`config.mk`:
```
export PLATFORM = sky130hd
export DESIGN_NAME = uart_tx_arbiter
export DESIGN_NICKNAME = d
export VERILOG_FILES = /design/src/rtl/uart_tx_arbiter.sv
export SDC_FILE = /design/constraint.sdc
export NUM_CORES = 1
export LEC_CHECK = 0
export BUFFER_PORTS_ARGS = -buffer_cell sky130_fd_sc_hd__buf_2
export CORE_MARGIN = 4
export CORE_UTILIZATION = 48
export CTS_BUF_LIST = sky130_fd_sc_hd__clkbuf_2 sky130_fd_sc_hd__clkbuf_4 sky130_fd_sc_hd__clkbuf_8
export DETAILED_ROUTE_END_ITERATION = 12
export GPL_TIMING_DRIVEN = 0
export PLACE_DENSITY = 0.78
export SETUP_SLACK_MARGIN = 0.5
export SYNTH_ARGS = -nofsm -noshare
export SYNTH_HDL_FRONTEND = slang
export SYNTH_SLANG_ARGS = --single-unit
```
`constraint.sdc`:
```
create_clock -name i_clock -period 2.47 [get_ports i_clock]
set_input_delay 0.247 -clock i_clock [delete_from_list [all_inputs] [get_ports i_clock]]
set_output_delay 0.247 -clock i_clock [all_outputs]
set_load 0.02 [all_outputs]
```
`src/rtl/uart_tx_arbiter.sv`:
```
// Round-robin arbiter that shares one UART transmitter among N_REQ byte
// producers. One byte is accepted per grant, a single-cycle start pulse is
// issued with stable data, and the next grant waits for the frame-done
// pulse or for the watchdog to give up on it.
module uart_tx_arbiter #(
    parameter int NB_DATA        = 8,
    parameter int N_REQ          = 4,
    parameter int LEN_PTR        = $clog2(N_REQ),
    parameter int TIMEOUT_CYCLES = 65536,
    parameter int LEN_TMO        = $clog2(TIMEOUT_CYCLES)
) (
    input  logic                     i_clock,
    input  logic                     i_reset,
    input  logic [N_REQ-1:0]         i_req_valid,
    input  logic [N_REQ*NB_DATA-1:0] i_req_data,
    output logic [N_REQ-1:0]         o_req_ready,
    output logic                     o_tx_start,
    output logic [NB_DATA-1:0]       o_tx_data,
    input  logic                     i_tx_done,
    output logic                     o_busy,
    output logic [LEN_PTR-1:0]       o_grant_id,
    output logic                     o_timeout
);

    typedef enum logic [2:0] {
        ST_IDLE      = 3'b001,
        ST_START     = 3'b010,
        ST_WAIT_DONE = 3'b100
    } state_e;

    localparam logic [LEN_PTR-1:0] PTR_LAST = LEN_PTR'(N_REQ - 1);
    localparam logic [LEN_TMO-1:0] TMO_LAST = LEN_TMO'(TIMEOUT_CYCLES - 1);

    state_e               state_q, state_d;
    logic [LEN_PTR-1:0]   ptr_q, ptr_d;
    logic [NB_DATA-1:0]   tx_data_q, tx_data_d;
    logic [LEN_PTR-1:0]   grant_id_q, grant_id_d;
    logic [LEN_TMO-1:0]   wdog_q, wdog_d;
    logic                 timeout_q, timeout_d;

    logic                 any_valid;
    logic                 found_hi;
    logic [LEN_PTR-1:0]   winner_hi;
    logic                 found_lo;
    logic [LEN_PTR-1:0]   winner_lo;
    logic [LEN_PTR-1:0]   winner;
    logic [NB_DATA-1:0]   winner_data;
    logic                 transfer;

    // Round-robin winner: lowest valid index at or above the pointer,
    // otherwise the lowest valid index overall (the wrapped part of the search).
    always_comb begin
        found_hi  = 1'b0;
        winner_hi = '0;
        found_lo  = 1'b0;
        winner_lo = '0;
        for (int unsigned k = 0; k < N_REQ; k++) begin
            if (!found_hi && i_req_valid[k] && (LEN_PTR'(k) >= ptr_q)) begin
                found_hi  = 1'b1;
                winner_hi = LEN_PTR'(k);
            end
            if (!found_lo && i_req_valid[k]) begin
                found_lo  = 1'b1;
                winner_lo = LEN_PTR'(k);
            end
        end
        winner    = found_hi ? winner_hi : winner_lo;
        any_valid = found_lo;
    end

    // Byte offered by the current winner.
    always_comb begin
        winner_data = '0;
        for (int unsigned k = 0; k < N_REQ; k++) begin
            if (LEN_PTR'(k) == winner) begin
                winner_data = i_req_data[k*NB_DATA +: NB_DATA];
            end
        end
    end

    // One-hot acceptance, only in IDLE with a pending request and never in reset.
    always_comb begin
        o_req_ready = '0;
        transfer    = (state_q == ST_IDLE) && any_valid && !i_reset;
        if (transfer) begin
            o_req_ready[winner] = 1'b1;
        end
    end

    // Next-state, pointer, data latch and watchdog logic.
    always_comb begin
        state_d    = state_q;
        ptr_d      = ptr_q;
        tx_data_d  = tx_data_q;
        grant_id_d = grant_id_q;
        wdog_d     = wdog_q;
        timeout_d  = 1'b0;
        case (state_q)
            ST_IDLE: begin
                if (transfer) begin
                    tx_data_d  = winner_data;
                    grant_id_d = winner;
                    ptr_d      = (winner == PTR_LAST) ? '0 : winner + 1'b1;
                    state_d    = ST_START;
                end
            end
            ST_START: begin
                wdog_d  = '0;
                state_d = ST_WAIT_DONE;
            end
            ST_WAIT_DONE: begin
                // Done has priority over the terminal watchdog count.
                if (i_tx_done) begin
                    wdog_d  = '0;
                    state_d = ST_IDLE;
                end else if (wdog_q == TMO_LAST) begin
                    wdog_d    = '0;
                    timeout_d = 1'b1;
                    state_d   = ST_IDLE;
                end else begin
                    wdog_d = wdog_q + 1'b1;
                end
            end
            default: begin
                state_d    = ST_IDLE;
                ptr_d      = '0;
                tx_data_d  = '0;
                grant_id_d = '0;
                wdog_d     = '0;
            end
        endcase
    end

    // State and datapath registers with asynchronous active-high reset.
    always_ff @(posedge i_clock or posedge i_reset) begin
        if (i_reset) begin
            state_q    <= ST_IDLE;
            ptr_q      <= '0;
            tx_data_q  <= '0;
            grant_id_q <= '0;
            wdog_q     <= '0;
            timeout_q  <= 1'b0;
        end else begin
            state_q    <= state_d;
            ptr_q      <= ptr_d;
            tx_data_q  <= tx_data_d;
            grant_id_q <= grant_id_d;
            wdog_q     <= wdog_d;
            timeout_q  <= timeout_d;
        end
    end

    assign o_tx_start = (state_q == ST_START);
    assign o_busy     = (state_q != ST_IDLE);
    assign o_tx_data  = tx_data_q;
    assign o_grant_id = grant_id_q;
    assign o_timeout  = timeout_q;

endmodule

```
==> metrics <==
status complete, no violations; reg2reg end o_tx_data[0]$_DFFE_PP0P_; # nets final 327; Iteration-0 DRC Markers 99; dpl cell area roughly 2200 µm²; DP Wirelength approximately 3500 µm; PwrDens 889 nW/µm²; DR WL/cell a little under 20 µm; CP max FO 8; LEAKAGE roughly 1.3 nW; post-layout util between 70% and 80%; H-tree depth 2; RSZ-0062 raised after global routing yes; Placement Rows 22; Tightest Pin Transition ~0.66 ns; commonest non-fill, non-tap cell in the layout buf_2; later-pin clock latency in the skew report 0.29 ns; Setup Slack @ Placement ~0.15 ns; total number of yosys warnings 0; min-delay worst type input pin to asynchronous set/reset pin; Synth top area share just over 40%; fin. max-slew vios 0; critical-path cell list nand2b_4 > a21oi_2 > a211oi_2 > buf_4 > ha_2 > clkbuf_8 > nor2b_4 > buf_8 > a221oi_2 > o31ai_1 > a22o_1; Ant. Diodes 0; end of the critical path o_tx_data[0]$_DFFE_PP0P_; Crit path arrival time approximately 2.5 ns; slowest cell on the critical path dfrtp_1; vias in the first global route slightly above 2000; Register-to-Register Setup Slack 0.17 ns; Overall Power about 2.5 mW; Port Buf Inserts 55; CTS max path bufs 2; Max Clock Freq approximately 0.44 GHz; area leader, netlist dfrtp_1; Worst-path clk slew 0.07 ns; synthesized instance count 202; register area share after synthesis 42.5%; max cap viols 0; TritonCTS clock tree built; final worst path period share between 90 and 100%; Total GRT Usage 23.3%; RR Startpoint ptr_q[0]$_DFFE_PP0P_; die width around 71 µm; Synth Net Count between 200 and 250; root buf cell clkbuf_8; Max rail drop VDD ~650 µV; Crit. path cell count 11; Clock Sinks 32; setup tns final 0 ns; Non-Filler Instances between 300 and 400; largest net degree at the start of global routing 33; total gr overflow 0; Core Footprint between 3000 and 4000 µm²; Die Ht slightly above 70 µm; crit path kind flip-flop to flip-flop; initial antenna violation count 0; crit-path leading delay family compound AO/OA/AOI/OAI gates; final clock skew between 0.007 and 0.008 ns; Die Footprint 4990 µm²; hold slack roughly 0.068 ns; final setup vio count 0; setup slack after layout 0.173 ns; share of cells above drive strength 1 approximately 46%; # fillers 243; final hold vios 0; Crit. Startpoint ptr_q[0]$_DFFE_PP0P_; Slowest Stage Delay on Critical Path 0.41 ns; Area growth syn-to-layout 48.3%; Startpoint Class flip-flop; Placed Cells 305; Synth cell types 43; synthesized cell area about 1900 µm²; top cells by area, synth dfrtp_1, a22o_1, o31ai_1, a221oi_1, nand2_1; drt pass-1 iters 4; Max-slew headroom ~56%; Routed WL about 6400 µm; Final min period ~2.3 ns; required time of the critical path around 2.6 ns; Residual DRC 0; Placer Congestion 0.793; via count ~2000; post-route cell area roughly 2800 µm²; Worst R2R Path Depth 11; Avg Inst Size Synth 9.33 µm²; most frequent cells in the layout buf_2, dfrtp_1, nand2_1, buf_4, nor2_1; Seq cells post-synth 32; multi-input logic area between 1000 and 1500 µm²; cts hold-fix bufs 0; endpoint class of the critical path flip-flop; CTS Buf Count 5; Antenna Nets Post-Route 0; register area between 800 and 900 µm²; Initial Util approximately half; Buf+Inv Stages, Crit Path 3; IO Count 56; first-pass GRT wire length approximately 9300 µm; Vias/cell about 6.0
## how the worst min path moves through the flow
stage                                 to                       from  slack, ns  cells past startpoint
2_1_floorplan  o_grant_id[0]$_DFFE_PP0P_                    i_reset       0.36                      1
6_report       o_grant_id[0]$_DFFE_PP0P_                    i_reset       0.07                      2
5_1_grt        o_grant_id[0]$_DFFE_PP0P_                    i_reset       0.11                      2
4_1_cts           state_q[0]$_DFFE_PP1P_                    i_reset       0.27                      4
3_3_place_gp   o_grant_id[1]$_DFFE_PP0P_  o_grant_id[1]$_DFFE_PP0P_       0.48                      1
3_5_place_dp   o_grant_id[1]$_DFFE_PP0P_  o_grant_id[1]$_DFFE_PP0P_       0.47                      1
## synthesized netlist by cell type
library cell / n
a22o_1: 12
nor4b_1: 2
and2_1: 2
a221oi_1: 8
nand2b_1: 3
nand4_2: 1
a211oi_1: 1
or4b_2: 1
and3_1: 7
nor4_1: 1
buf_2: 2
and4_2: 1
nand3_1: 4
nor3b_1: 1
dfstp_2: 1
nor2b_1: 10
nand2_1: 18
clkbuf_1: 8
o22ai_1: 3
xnor2_1: 4
nand4_1: 4
nor3_1: 2
and4_1: 3
inv_2: 1
a31o_2: 3
xor2_1: 1
nor2_1: 13
nor3b_2: 1
a21o_1: 2
or3_1: 1
a41oi_1: 1
o31ai_1: 10
buf_1: 1
nand4b_1: 1
o21ai_0: 7
dfrtp_1: 31
ha_1: 5
a31oi_1: 2
and3_2: 1
o2bb2ai_1: 4
inv_1: 8
or4_4: 1
a21oi_1: 9
## repair_timing
action | in CTS | in global routing
endpoints found under the setup margin | 22 | 27
setup buffers | 13 | 5
gates resized for setup | 45 | 22
pin swaps | 21 | 4
## sequential cells by signal, indices dropped and copies added, names as in the netlist
| signal | flops |
|---|---|
| o_timeout | 1 |
| o_grant_id | 2 |
| ptr_q | 2 |
| wdog_q | 16 |
| o_tx_data | 8 |
| state_q | 3 |
## report_power, final
group          internal, mW  total (mW)  switching [mW]  leakage, nW
combinational         0.589        1.34           0.748        0.838
sequential            0.635       0.724          0.0890        0.435
clock                 0.222       0.425           0.202       0.0510
## metal layers
metal	track usage [%]	wire length (µm)	share of wire [%]	vias to the layer above
met2	39.8	3210	50	97
met5	0	0	0	-
li1	-	-	-	918
met4	11.7	201	3.1	0
met1	26.1	2530	39	951
met3	7.53	491	7.6	20
## final cells by class
cell class / instances / area share (%)
Buffer: 11 / 3.98
Clock buffer: 6 / 2.95
Tap cell: 48 / 2.15
Inverter: 9 / 1.30
Sequential cell: 32 / 28.7
Clock inverter: 2 / 0.358
Timing Repair Buffer: 74 / 16.6
Multi-Input combinational cell: 150 / 44.0
## logic make-up (layout without fill, tap and decap cells)
| family | after synthesis | count (layout) | synth area share (%) |
|---|---|---|---|
| compound gates | 62 | 62 | 24.1 |
| xor+xnor | 5 | 5 | 2.32 |
| fa+ha+maj | 5 | 5 | 3.32 |
| buf+inv | 20 | 102 | 4.11 |
| flops | 32 | 32 | 42.5 |
| simple gates | 78 | 78 | 23.6 |
(Power assumes the default switching activity.)
